### config.mk
export PLATFORM = sky130hd
export DESIGN_NAME = piggy_report_sequencer
export DESIGN_NICKNAME = d
export VERILOG_FILES = /design/src/rtl/piggy_pkg.sv /design/src/rtl/piggy_frame_mux.sv /design/src/rtl/piggy_report_sequencer.sv
export SDC_FILE = /design/constraint.sdc
export NUM_CORES = 1
export LEC_CHECK = 0
export BUFFER_PORTS_ARGS = -buffer_cell sky130_fd_sc_hd__buf_2
export CAP_MARGIN = 20
export CELL_PAD_IN_SITES_DETAIL_PLACEMENT = 1
export CELL_PAD_IN_SITES_GLOBAL_PLACEMENT = 2
export CORE_MARGIN = 2
export CORE_UTILIZATION = 29
export DETAILED_ROUTE_END_ITERATION = 6
export PLACE_DENSITY_LB_ADDON = 0.1
export SLEW_MARGIN = 10
export SYNTH_ARGS = -nofsm -noshare
export SYNTH_HDL_FRONTEND = slang
export SYNTH_SLANG_ARGS = --single-unit
### constraint.sdc
create_clock -name clk -period 2.4 [get_ports clk]
set_clock_uncertainty 0.05 [all_clocks]
set_input_delay 0.12 -clock clk [delete_from_list [all_inputs] [get_ports clk]]
set_output_delay 0.12 -clock clk [all_outputs]
set_load 0.02 [all_outputs]
### src/rtl/piggy_pkg.sv
`default_nettype none
// ============================================================================
// Module   : piggy_pkg
// Desc     : Shared constants and FSM state encoding for the report sequencer.
// Revision : 1.0 - initial release
// ============================================================================
package piggy_pkg;

    localparam int         FRAME_LEN  = 25;
    localparam logic [4:0] c_last_idx = 5'(FRAME_LEN - 1);

    localparam logic [7:0] c_tag_t = 8'h54;
    localparam logic [7:0] c_tag_f = 8'h46;
    localparam logic [7:0] c_tag_w = 8'h57;
    localparam logic [7:0] c_tag_o = 8'h4F;
    localparam logic [7:0] c_eq    = 8'h3D;
    localparam logic [7:0] c_comma = 8'h2C;
    localparam logic [7:0] c_cr    = 8'h0D;
    localparam logic [7:0] c_lf    = 8'h0A;

    typedef enum logic [2:0] {
        ST_IDLE  = 3'd0,
        ST_LOAD  = 3'd1,
        ST_ISSUE = 3'd2,
        ST_WAIT  = 3'd3,
        ST_GAP   = 3'd4
    } state_t;

endpackage
`default_nettype wire

### src/rtl/piggy_frame_mux.sv
`default_nettype none
// ============================================================================
// Module   : piggy_frame_mux
// Desc     : Selects byte idx of "T=ddd,F=ddd,W=ddd,O=ddd\r\n" from the snapshot.
// Revision : 1.0 - initial release
// ============================================================================
module piggy_frame_mux
    import piggy_pkg::*;
(
    input  logic [4:0]  idx,
    input  logic [95:0] snapshot,
    output logic [7:0]  frame_byte
);

    // snapshot layout: {ten, five, two, one}, each hundreds-first
    always_comb begin
        frame_byte = 8'h00;
        case (idx)
            5'd0:                    frame_byte = c_tag_t;
            5'd1, 5'd7, 5'd13, 5'd19: frame_byte = c_eq;
            5'd2:                    frame_byte = snapshot[95:88];
            5'd3:                    frame_byte = snapshot[87:80];
            5'd4:                    frame_byte = snapshot[79:72];
            5'd5, 5'd11, 5'd17:      frame_byte = c_comma;
            5'd6:                    frame_byte = c_tag_f;
            5'd8:                    frame_byte = snapshot[71:64];
            5'd9:                    frame_byte = snapshot[63:56];
            5'd10:                   frame_byte = snapshot[55:48];
            5'd12:                   frame_byte = c_tag_w;
            5'd14:                   frame_byte = snapshot[47:40];
            5'd15:                   frame_byte = snapshot[39:32];
            5'd16:                   frame_byte = snapshot[31:24];
            5'd18:                   frame_byte = c_tag_o;
            5'd20:                   frame_byte = snapshot[23:16];
            5'd21:                   frame_byte = snapshot[15:8];
            5'd22:                   frame_byte = snapshot[7:0];
            5'd23:                   frame_byte = c_cr;
            5'd24:                   frame_byte = c_lf;
            default:                 frame_byte = 8'h00;
        endcase
    end

endmodule
`default_nettype wire

### src/rtl/piggy_report_sequencer.sv
`default_nettype none
// ============================================================================
// Module   : piggy_report_sequencer
// Desc     : Triggers, snapshots and streams balance-report frames to uart_tx.
// Revision : 1.0 - initial release
// ============================================================================
module piggy_report_sequencer
    import piggy_pkg::*;
#(
    parameter int TIMEOUT_CYCLES = 4096,
    parameter int GAP_CYCLES     = 16
) (
    input  logic        clk,
    input  logic        reset,
    input  logic [3:0]  change_in,
    input  logic        report_req,
    input  logic [23:0] ten_ascii,
    input  logic [23:0] five_ascii,
    input  logic [23:0] two_ascii,
    input  logic [23:0] one_ascii,
    input  logic        tx_active,
    input  logic        tx_done,
    output logic        tx_dv,
    output logic [7:0]  tx_byte,
    output logic        busy,
    output logic        frame_done,
    output logic        timeout_err
);

    localparam int TIMER_W = $clog2(TIMEOUT_CYCLES);
    localparam int GAP_W   = $clog2(GAP_CYCLES + 1);

    localparam logic [TIMER_W-1:0] c_timer_last = TIMER_W'(TIMEOUT_CYCLES - 1);
    localparam logic [TIMER_W-1:0] c_timer_max  = '1;
    localparam logic [GAP_W-1:0]   c_gap_last   = GAP_W'(GAP_CYCLES - 1);

    state_t               r_state;
    state_t               w_state_nxt;
    logic [4:0]           r_idx;
    logic [TIMER_W-1:0]   r_timer;
    logic [GAP_W-1:0]     r_gap_cnt;
    logic                 r_pending;
    logic [95:0]          r_snapshot;
    logic [7:0]           r_tx_byte;
    logic [7:0]           w_frame_byte;
    logic                 w_trig;

    assign w_trig = (|change_in) | report_req;

    piggy_frame_mux u_frame_mux (
        .idx        (r_idx),
        .snapshot   (r_snapshot),
        .frame_byte (w_frame_byte)
    );

    always_ff @(posedge clk) begin
        if (reset) begin
            r_state <= ST_IDLE;
        end else begin
            r_state <= w_state_nxt;
        end
    end

    always_comb begin
        w_state_nxt = r_state;
        tx_dv       = 1'b0;
        frame_done  = 1'b0;
        timeout_err = 1'b0;
        case (r_state)
            ST_IDLE: begin
                if (w_trig || r_pending) begin
                    w_state_nxt = ST_LOAD;
                end
            end
            ST_LOAD: begin
                w_state_nxt = ST_ISSUE;
            end
            ST_ISSUE: begin
                if (!tx_active) begin
                    tx_dv       = 1'b1;
                    w_state_nxt = ST_WAIT;
                end
            end
            ST_WAIT: begin
                // an acknowledge beats a timeout landing on the same cycle
                if (tx_done) begin
                    if (r_idx == c_last_idx) begin
                        frame_done  = 1'b1;
                        w_state_nxt = ST_GAP;
                    end else begin
                        w_state_nxt = ST_ISSUE;
                    end
                end else if (r_timer == c_timer_last) begin
                    timeout_err = 1'b1;
                    w_state_nxt = ST_GAP;
                end
            end
            ST_GAP: begin
                if (r_gap_cnt == c_gap_last) begin
                    w_state_nxt = ST_IDLE;
                end
            end
            default: begin
                w_state_nxt = ST_IDLE;
            end
        endcase
    end

    always_ff @(posedge clk) begin
        if (reset) begin
            r_idx      <= 5'd0;
            r_timer    <= '0;
            r_gap_cnt  <= '0;
            r_pending  <= 1'b0;
            r_snapshot <= '0;
            r_tx_byte  <= 8'h00;
        end else begin
            // a trigger arriving in LOAD re-arms pending for a follow-up frame
            r_pending <= w_trig | (r_pending & (r_state != ST_LOAD));
            r_gap_cnt <= (r_state == ST_GAP) ? r_gap_cnt + GAP_W'(1) : '0;

            case (r_state)
                ST_LOAD: begin
                    r_snapshot <= {ten_ascii, five_ascii, two_ascii, one_ascii};
                    r_idx      <= 5'd0;
                end
                ST_ISSUE: begin
                    if (tx_dv) begin
                        r_tx_byte <= w_frame_byte;
                        r_timer   <= '0;
                    end
                end
                ST_WAIT: begin
                    if (tx_done && (r_idx != c_last_idx)) begin
                        r_idx <= r_idx + 5'd1;
                    end
                    if (r_timer != c_timer_max) begin
                        r_timer <= r_timer + TIMER_W'(1);
                    end
                end
                default: begin
                end
            endcase
        end
    end

    // the live byte is presented on the strobe cycle, then held until the next one
    assign tx_byte = tx_dv ? w_frame_byte : r_tx_byte;
    assign busy    = (r_state != ST_IDLE);

endmodule
`default_nettype wire

**Word level (Yosys, flattened, before mapping)**

Cells that the tools add are included.

- Register bits: 130
- Bits of input ports: 105
- Output and inout port bits: 12
- Logic and storage cells: 90

- $add $sub $neg: 3
- Equal/unequal tests: 40
- Muxes and demuxes: 22
- Bitwise operators: 4
- Reduce and logical (&&, ||, !) cells: 14

Operator list:

| kind | number |
|---|---|
| $pmux W8 S20 | 1 |
| $eq A5 B4 Y1 const B | 9 |
| $eq A5 B5 Y1 const B | 9 |
| $mux W12 | 2 |
| $pmux W12 S2 | 1 |
| $eq A5 B3 Y1 const B | 4 |
| $mux W3 | 6 |
| $pmux W3 S5 | 1 |
| $add A12 B1 Y12 const B | 1 |
| $eq A12 B12 Y1 const B | 1 |
| $ne A12 B12 Y1 const B | 1 |
| $ne A2 B2 Y1 const B | 6 |
| $add A5 B1 Y5 const B | 2 |
| $eq A5 B2 Y1 const B | 2 |
| $pmux W5 S2 | 1 |
| $mux W1 | 8 |
| $mux W8 | 1 |
| $reduce_or A4 Y1 | 2 |
| $eq A3 B2 Y1 const B | 2 |
| $eq A5 B1 Y1 const B | 1 |
| $logic_not A5 Y1 | 1 |
| $mux W5 | 1 |
| $ne A5 B5 Y1 const B | 1 |
| $reduce_and A4 Y1 | 1 |
| 16 further kinds | 18 |

**Depth between registers and ports, before layout**

Gate-level depths: netlist (run 1).

- Word-level depth: 5
- Mapped depth: 11
- Gate-level depth less buffers: 8

**Modules after synthesis**

A second synthesis (run 1) with hierarchy kept.

- Cells, all modules: 771
- Area total of the unflattened synthesis: 6088.3 um^2

By module, submodules not included:

| module | instances | cells each | area each (um^2) | sequential area each (um^2) |
|---|---|---|---|---|
| piggy_report_sequencer | 1 | 628 | 5076.1 | 2602.5 |
| piggy_frame_mux | 1 | 143 | 1012.2 | 0.0 |

**Worst setup path after synthesis (run 1)**

No wires, ideal clock.

- Path kind: reg-to-output
- Start point: reg r_idx[2]
- End point: out tx_byte[0]
- Arrival: 2340 ps
- Required time: 2230 ps
- Slack: -110 ps
- Stages on the path, launching flop included: 11
- Path buffers: 4
- Cells stage by stage: dfxtp_1 buf_4 buf_2 clkbuf_1 and3_1 ha_1 buf_1 o21bai_1 a221o_1 a211oi_2 a211oi_1

- Longest elaborated chain between the ends: 4
- Elaborated cells between the ends (all ways): 29
- Classes of those cells: 24 x eq/ne; 2 x mux; 3 x reduce/logical

Ends and longest elaborated chain:

| what | RTL line | RTL |
|---|---|---|
| from (decl) | piggy_report_sequencer.sv:39 | `logic [4:0] r_idx;` |
| from (signal assigned) | piggy_report_sequencer.sv:135 | `r_idx <= r_idx + 5'd1;` |
| $eq A5 B1 Y1 (tied with other cells) | piggy_frame_mux.sv:18 | `case (idx)` |
| $reduce_or A4 Y1 / $reduce_or A3 Y1 (equally long branches) | piggy_frame_mux.sv:18 |  |
| $pmux W8 S20 * | piggy_frame_mux.sv:18 |  |
| $mux W8 * | n/a |  |
| to (decl) | piggy_report_sequencer.sv:24 | `output logic [7:0] tx_byte,` |

Mark *: on every way between the ends. The rest lies on a longest branch, timed or not.

**Final worst setup path (run 1)**

- Start point: reg r_idx[0]
- End point: out tx_byte[0]

The elaborated chain is that of the path after synthesis.

==> out/results.ini, run 1 <==
[outcome]
status = finished, violations left
violations = setup timing

[grt]
use_met1 = 0.2859
grt_usage = 0.2269
grt.overflow.total = 0
grt_max_degree = 65
use_met3 = 0.03758
first_global_vias = 7141
grt_use_met2 = 0.3868
antenna_found_initial = 0
top_usage_layer = met2
grt_pass1_wl_um = 39050

[yosys]
syn_inst = 802
async_flop_share = 0
synth_area_mm2 = 0.006190
yosysWarnings = 0
synth_edf_count = 0
yosysSeqAreaShare = 0.4205
synth.ff_latch_count = 130
avgSynthCellArea_um2 = 7.718
synthDistinctLibCells = 64
synth_ff_type = dfxtp_1
syn_nets = 915

[die]
die_x_um = 150.1
start_util = 0.2954
num_rows = 53
ios = 117
die_area_mm2 = 0.02253
coreArea_mm2 = 0.02096
dieHeight_um = 150.1

[detailed_routing]
drtAntennaViolNets = 0
drt_wl_total_um = 24990
drc_errors = 0
vias = 6715
dr.pass1.iters = 4
wl_per_cell_um = 18.61
viasPerCell = 5.000
drt_iter0_drc = 205

[finish]
syn2layout_area_growth_pct = 53.14
design_area_mm2 = 0.009479
nets = 1169
final_cells = 1343
multi_input_area_mm2 = 0.003591
finish.utilization = 0.4524
seqCellArea_mm2 = 0.002621
final_common_cell = nand2_1
num-fill-cells = 2544
layout_common_cells = nand2_1, dfxtp_1, a21oi_1
diodes = 0
drive_above_1_share = 0.2743

[critical_path]
slowest_delay_ns = 0.43
cp_slowest_cell = a222oi_1
critical_path_class = flop to output port
critPathRequiredTime_ns = 2.23
cp-start-kind = flop
critPathMaxFanout = 3
end_kind = output port
path_cells = ha_4 -> and3_4 -> ha_4 -> buf_6 -> a222oi_1 -> o2111ai_1 -> nor3_1 -> buf_4 -> a211oi_4 -> buf_6
critPathArrivalTime_ns = 2.60

[place]
placed_area_mm2 = 0.007473
place_ws_ns = -0.2595
routabilityCongestion = 0.8832
place_hpwl_um = 18070
placedCellCount = 1206
port_buffers = 116

[run]
max_cap_violations = 0

[timing]
fin_crit_sh = 1.154
min_period_ns = 2.768
setup_viol = 8
finalMaxSlewViolations = 0
rsz0062_at_grt = true
fmax_mhz = 361.2
holdWs_ns = 0.03752
finalWorstSetupSlack_ns = -0.3685
hold_viol = 0
relSlewSlack = 0.5083
worst_pin_slew_ns = 0.7375

[clock_network]
clk_latency_ns = 0.42
cts_sinks = 130
h-tree-depth = 4
cts_root_buffer = clkbuf_16
cts_made_buffers = 17
clockBufferDepth = 2
cts_tree = yes
clk_pin_slew_ns = 0.06

[pwr]
ir_worst_vdd_uv = 394.4
power.leakage_nw = 3.680
power_density_mw_per_mm2 = 608.3

[worst_hold_path]
min_path_type = input port to flop

==> cell type report <==
cell class                      instances  area share
Inverter                               12    0.004752
Clock inverter                         14     0.01637
Timing Repair Buffer                  299      0.2423
Tap cell                              275     0.03630
Sequential cell                       130      0.2765
Multi-Input combinational cell        596      0.3788
Clock buffer                           17     0.04488
==> worst max-delay path: cells and delay by family (launching register included) <==
| kind | cells | cell delay [ns] |
|---|---|---|
| AO/OA/AOI/OAI | 3 | 0.64 |
| adder cells (fa/ha/maj) | 2 | 0.33 |
| buffers and inverters | 3 | 0.44 |
| flip-flops | 1 | 0.36 |
| AND/OR/NAND/NOR | 2 | 0.38 |
==> power breakdown <==
part	total (mW)	switching, mW	internal (mW)
clock	2.60	1.06	1.54
sequential	2.40	0.106	2.29
combinational	0.774	0.423	0.351
total	5.77	1.59	4.18
==> per-layer routing <==
layer	vias up	wire, µm
li1	3316	-
met1	3248	11380
met2	120	12210
met3	31	749
met4	0	653
met5	-	0
==> worst paths after layout <==
kind,cells after the start,end,startpoint,slack (ns)
setup / recovery,10,tx_byte[0],r_idx[0]$_SDFFE_PP0P_,-0.37
hold / removal,4,r_state[0]$_SDFFE_PP0P_,tx_done,0.04
setup reg to reg,10,r_tx_byte[6]$_SDFFE_PP0P_,r_idx[0]$_SDFFE_PP0P_,0.04
hold reg to reg,2,r_snapshot[28]$_SDFFE_PP0P_,r_snapshot[28]$_SDFFE_PP0P_,0.40
==> stage by stage <==
| step | TNS, ns | power, mW |
|---|---|---|
| after CTS | -2.181 | 5.829 |
| after detailed placement | -1.096 | 3.075 |
| final | -1.827 | 5.766 |
| after global placement | -1.057 | 3.050 |
| after global routing | -2.699 | 6.036 |
| after floorplan | 0 | 2.782 |
==> synthesized netlist by cell type (2+ instances only) <==
library cell | number | area, µm²
nand2_1 | 220 | 825.8
and4_1 | 2 | 17.52
and3_1 | 9 | 56.30
a32oi_1 | 7 | 61.31
xor2_1 | 5 | 43.79
or4_1 | 2 | 15.01
a22oi_1 | 14 | 105.1
and2_1 | 5 | 31.28
nor4_1 | 4 | 25.02
o41ai_1 | 4 | 35.03
and3b_1 | 3 | 26.28
nand3b_1 | 7 | 52.55
mux2i_1 | 2 | 20.02
nor3b_1 | 5 | 37.54
nor4bb_1 | 3 | 30.03
ha_1 | 8 | 100.1
a2111oi_0 | 5 | 43.79
nand2b_1 | 8 | 50.05
mux2_2 | 6 | 67.56
xnor2_1 | 3 | 26.28
nor3_1 | 14 | 70.07
o21ai_0 | 21 | 105.1
a21oi_1 | 120 | 600.6
buf_4 | 6 | 45.04
clkbuf_1 | 47 | 176.4
a311oi_1 | 2 | 17.52
a22o_1 | 9 | 78.83
o2111ai_1 | 4 | 35.03
dfxtp_1 | 130 | 2603
o211ai_1 | 6 | 45.04
or3_1 | 4 | 25.02
nor2_1 | 28 | 105.1
and4b_1 | 4 | 40.04
a211oi_1 | 6 | 45.04
nor2b_1 | 9 | 56.30
a2111o_1 | 2 | 22.52
nand4_1 | 5 | 31.28
inv_1 | 10 | 37.54
buf_2 | 9 | 45.04
nand3_1 | 17 | 85.08
o21bai_1 | 4 | 30.03
==> timing repair <==
action / in CTS / in global routing
endpoints found under the setup margin: 14 / 9
resized for setup: 66 / 21
setup buffers: 6 / 3
pin swaps: 16 / 6
hold buffers: 98 / 0
hold endpoints to repair: 97 / 0
==> state kept, by name, indices dropped and copies added, names as in the netlist <==
signal,count
r_pending,1
r_tx_byte,8
r_gap_cnt,5
r_timer,12
r_snapshot,96
r_state,3
r_idx,5
==> cell families after synthesis <==
logic type	synth area share
simple gates	0.2642
flops	0.4205
mux	0.01415
fa+ha+maj	0.01617
xor+xnor	0.01132
compound gates	0.2209
buf+inv	0.05276
Power figures use the tool's default switching activity.
==> run 2: changes to the inputs <==
--- a/config.mk
+++ b/config.mk
@@ -10,7 +10,8 @@
 export CELL_PAD_IN_SITES_DETAIL_PLACEMENT = 1
 export CELL_PAD_IN_SITES_GLOBAL_PLACEMENT = 2
 export CORE_MARGIN = 2
-export CORE_UTILIZATION = 29
+export CORE_UTILIZATION = 30
+export CTS_BUF_LIST = sky130_fd_sc_hd__clkbuf_8
 export DETAILED_ROUTE_END_ITERATION = 6
 export PLACE_DENSITY_LB_ADDON = 0.1
 export SLEW_MARGIN = 10
==> out/results.ini, run 2 (synthesis results as in run 1) <==
[pwr]
ir_worst_vdd_uv = 271.2
power.leakage_nw = 3.848
power_density_mw_per_mm2 = 527.8

[finish]
seqCellArea_mm2 = 0.002621
design_area_mm2 = 0.009766
top_regs = r_snapshot (96), r_timer (12), r_tx_byte (8)
nets = 1201
top_register = r_snapshot
drive_above_1_share = 0.2961
syn2layout_area_growth_pct = 57.77
layout_common_cells = nand2_1, dfxtp_1, a21oi_1
final_common_cell = nand2_1
diodes = 0
largest_reg_flops = 96
multi_input_area_mm2 = 0.003709
num-fill-cells = 2412
finish.utilization = 0.4826

[critical_path]
end_kind = output port
critPathArrivalTime_ns = 2.57
cp-start-kind = flop
critPathRequiredTime_ns = 2.23
critical_path_class = flop to output port
critPathMaxFanout = 4

[grt]
grt_max_degree = 100
grt_pass1_wl_um = 39470
antenna_found_initial = 0
grt_usage = 0.2350
first_global_vias = 7167
grt.overflow.total = 0

[clock_network]
cts_root_buffer = clkbuf_8
clockBufferDepth = 2
cts_tree = yes
cts_sinks = 130
cts_made_buffers = 17
h-tree-depth = 4
clk_pin_slew_ns = 0.09
clk_latency_ns = 0.46

[timing]
tns_ns = -1.883
holdWs_ns = 0.08779
fmax_mhz = 364.6
finalMaxSlewViolations = 0
hold_viol = 0
finalWorstSetupSlack_ns = -0.3425
relSlewSlack = 0.6315
rsz0062_at_grt = true
worst_pin_slew_ns = 0.5495
min_period_ns = 2.742
fin_crit_sh = 1.143
setup_viol = 8

[detailed_routing]
viasPerCell = 4.985
dr.pass1.iters = 6
drt_iter0_drc = 224
drt_wl_total_um = 24990
drtAntennaViolNets = 0
wl_per_cell_um = 18.23
vias = 6834
drc_errors = 0

[place]
placed_area_mm2 = 0.007501
place_ws_ns = -0.2150
routabilityCongestion = 0.9031
port_buffers = 116
place_hpwl_um = 17990

[die]
dieHeight_um = 147.6
coreArea_mm2 = 0.02023
start_util = 0.3059
ios = 117
num_rows = 52
die_x_um = 147.6
die_area_mm2 = 0.02180

[worst_hold_path]
min_path_type = input port to flop

[outcome]
violations = setup timing
status = finished, violations left

[run]
max_cap_violations = 0

==> run 2: cell type report <==
| type | instances | area share |
|---|---|---|
| clock inverters | 14 | 0.01576 |
| inverters | 12 | 0.005766 |
| well taps | 270 | 0.03459 |
| repair buffers | 331 | 0.2703 |
| flip-flops and latches | 130 | 0.2684 |
| clock buffers | 18 | 0.02537 |
| multi-input cells | 596 | 0.3798 |
==> run 2: what timing repair did <==
item,in CTS,in global routing
setup buffers,19,5
gates resized for setup,119,15
endpoints found under the hold margin,99,0
endpoints found under the setup margin,13,9
pin swaps,34,10
hold buffers,113,0
==> run 2: worst paths after layout <==
| kind | startpoint | endpoint | slack [ns] | cells past startpoint |
|---|---|---|---|---|
| max reg2reg | r_idx[0]$_SDFFE_PP0P_ | r_tx_byte[0]$_SDFFE_PP0P_ | 0.18 | 9 |
| max | r_idx[0]$_SDFFE_PP0P_ | tx_byte[4] | -0.34 | 10 |
| min reg2reg | r_snapshot[62]$_SDFFE_PP0P_ | r_snapshot[62]$_SDFFE_PP0P_ | 0.41 | 2 |
| min | tx_active | r_state[0]$_SDFFE_PP0P_ | 0.09 | 4 |
==> run 2: report_power, final <==
group | switching [mW] | leakage (nW) | internal (mW)
logic | 0.429 | 2.58 | 0.388
registers | 0.107 | 1.06 | 2.29
clock network | 0.981 | 0.202 | 0.963
==> run 2: through the flow <==
step                instances  total power [mW]
global route             1371             5.414
detailed placement       1207             3.082
finish                   1371             5.154
floorplan                 802             2.782
CTS                      1366             5.217
global placement         1207             3.057
==> run 2: worst max-delay path: stages (launching register included) <==
cell	delay [ns]
dfxtp_4	0.38
ha_4	0.17
buf_6	0.12
nor4b_4	0.13
buf_4	0.15
buf_4	0.13
buf_4	0.12
a22o_1	0.25
nor4_4	0.39
nor2_1	0.11
buf_4	0.17
==> run 2: per-layer routing <==
metal  wire (µm)  GRT usage  part of all wire  vias up
li1            -          -                 -     3379
met1       11490     0.3081              0.46     3305
met2       12290     0.4030              0.49      128
met3         809    0.03519             0.032       22
met4         405    0.06490             0.016        0
met5           0          0                 0        -
==> run 3: changes to the inputs <==
--- a/config.mk
+++ b/config.mk
@@ -17,4 +17,5 @@
 export SLEW_MARGIN = 10
 export SYNTH_ARGS = -nofsm -noshare
 export SYNTH_HDL_FRONTEND = slang
+export SYNTH_HIERARCHICAL = 1
 export SYNTH_SLANG_ARGS = --single-unit
==> out/results.ini, run 3 <==
[outcome]
status = finished, violations left
violations = setup timing

[grt]
grt_pass1_wl_um = 36400
antenna_found_initial = 0
grt_usage = 0.2170
first_global_vias = 6788
grt_max_degree = 97
grt.overflow.total = 0

[timing]
finalMaxSlewViolations = 0
setup_viol = 6
worst_pin_slew_ns = 0.6309
relSlewSlack = 0.5794
fmax_mhz = 395.6
min_period_ns = 2.528
rsz0062_at_grt = true
finalWorstSetupSlack_ns = -0.1279
fin_crit_sh = 1.053
hold_viol = 0

[yosys]
async_flop_share = 0
synth_top_area_cell = dfxtp_1
synth.area.top_cells = dfxtp_1, nand2_1, a21oi_1
synth_top_cells_by_count = nand2_1, dfxtp_1, a21oi_1, nor2_1, clkbuf_1
yosysSeqAreaShare = 0.4275
synth_area_mm2 = 0.006088
yosysWarnings = 6
syn_inst = 771
synth.top_cell.area_share = 0.4275
avgSynthCellArea_um2 = 7.897
synth.ff_latch_count = 130
synth_ff_type = dfxtp_1
synthDistinctLibCells = 78
synth_edf_count = 0
syn_nets = 881
synth.most_common_cell = nand2_1

[detailed_routing]
vias = 6433
drt_wl_total_um = 23350
met3_length_um = 747
dr.pass1.iters = 6
drt_iter0_drc = 307
drc_errors = 0
wirelength_met1_um = 10720
viasPerCell = 4.975
highest_layer = met4
wl_met2_um = 11260
drtAntennaViolNets = 0
wl_per_cell_um = 18.06

[pwr]
p_total_mw = 5.482
power.leakage_nw = 3.469
ir_worst_vdd_uv = 381.2
power_density_mw_per_mm2 = 610.4

[clock_network]
cts_tree = yes
h-tree-depth = 4
clk_pin_slew_ns = 0.08
cts_made_buffers = 17
cts_sinks = 130
clk_latency_ns = 0.45
cts_root_buffer = clkbuf_8
clockBufferDepth = 2

[critical_path]
reg2reg_from = r_idx[1]$_SDFFE_PP0P_
cp-start-kind = flop
end_kind = output port
path_cells = buf_12 -> nor4b_4 -> and2_4 -> a222oi_1 -> o221a_1 -> nand4_1 -> nand2_2 -> nand2_2 -> buf_6
critPathMaxFanout = 8
reg2reg_to = r_tx_byte[3]$_SDFFE_PP0P_
startpoint = r_idx[1]$_SDFFE_PP0P_
slowest_delay_ns = 0.34
cp_slowest_cell = dfxtp_2
critPathRequiredTime_ns = 2.23
critPathArrivalTime_ns = 2.36
r2r_setup_slack_ns = 0.02
critical_path_class = flop to output port
worst_r2r_path_depth = 13
cpMostUsedCell = nand2_2

[finish]
top_register = r_snapshot
design_area_mm2 = 0.008980
drive_above_1_share = 0.2727
syn2layout_area_growth_pct = 47.49
largest_reg_flops = 96
final_cells = 1293
layout_common_cells = nand2_1, dfxtp_1, a21oi_1
top_regs = r_snapshot (96), r_timer (12), r_tx_byte (8)
nets = 1120
diodes = 0
final_common_cell = nand2_1

[die]
die_x_um = 146.5
num_rows = 52
dieHeight_um = 146.5
die_area_mm2 = 0.02145
ios = 117
start_util = 0.3028
coreArea_mm2 = 0.02010

[place]
placed_area_mm2 = 0.007027
placedCellCount = 1132
port_buffers = 116
place_hpwl_um = 16190
routabilityCongestion = 0.8343

[worst_hold_path]
min_path_type = input port to flop
hold_depth = 4
hold_end = r_state[2]$_SDFFE_PP0P_
hold_start = tx_done

[run]
max_cap_violations = 0

-- run 3: cell types whose count changed in the layout (fill, tap and decap cells not counted), sizes merged, moves of 8 or more --
cell	delta
dlygate4sd3	-14
nand2	+8
buf	-40
a31oi	+11
nor2b	-8
-- run 3: through the flow --
step           hold WS [ns]  TNS (ns)  utilization  setup WS [ns]
2_1_floorplan        0.1906         0            -         0.4841
3_3_place_gp         0.3135         0       0.3495         0.1490
3_5_place_dp         0.3208         0       0.3495        0.09185
4_1_cts             0.03978   -0.4814       0.4405        -0.1476
5_1_grt             0.06486    -1.593       0.4467        -0.3174
6_report            0.07172   -0.5008       0.4467        -0.1279
-- run 3: worst max-delay path: cells and delay by family, from the launching register on --
family	cells	cell delay, ns
AO/OA/AOI/OAI	2	0.58
buffers and inverters	2	0.27
flip-flops	1	0.34
AND/OR/NAND/NOR	5	0.72
-- run 3: final cells by class --
type / instances / area (µm²)
fill: 2408 / 11120
multi-input combinational: 571 / 3344
sequential: 130 / 2621
timing repair buffer: 277 / 2201
tap: 270 / 337.8
clock buffer: 19 / 261.5
clock inverter: 13 / 160.2
inverter: 13 / 53.80
-- run 3: layer usage --
layer,vias to the layer above,GRT usage
met2,134,0.3670
li1,3192,-
met1,3078,0.2790
met5,-,0
met4,0,0.07961
met3,29,0.03594
-- run 3: report_power, final --
part / internal, mW / switching, mW / total, mW
combinational: 0.426 / 0.550 / 0.976
sequential: 2.33 / 0.177 / 2.51
clock: 1.08 / 0.913 / 2.00
-- run 3: repair_timing --
action | in CTS | in global routing
hold buffers | 99 | 0
setup endpoints to repair | 8 | 10
pin swaps | 25 | 16
resized for setup | 58 | 22
setup buffers | 25 | 6
endpoints found under the hold margin | 99 | 0
-- run 3: kinds of logic (layout without fill, tap and decap cells) --
logic type / Yosys count / in the layout / share of synthesized area
compound gates: 219 / 219 / 0.2324
simple gates: 335 / 335 / 0.2544
mux: 6 / 6 / 0.009865
flops: 130 / 130 / 0.4275
fa+ha+maj: 5 / 5 / 0.01028
xor+xnor: 6 / 6 / 0.008631
buf+inv: 70 / 322 / 0.05693
-- run 3: how the worst max path moves through the flow --
stage          slack (ns)    endpoint
3_3_place_gp         0.15  tx_byte[1]
5_1_grt             -0.32  tx_byte[0]
2_1_floorplan        0.48  tx_byte[6]
6_report            -0.13  tx_byte[0]
4_1_cts             -0.15  tx_byte[0]
3_5_place_dp         0.09  tx_byte[0]
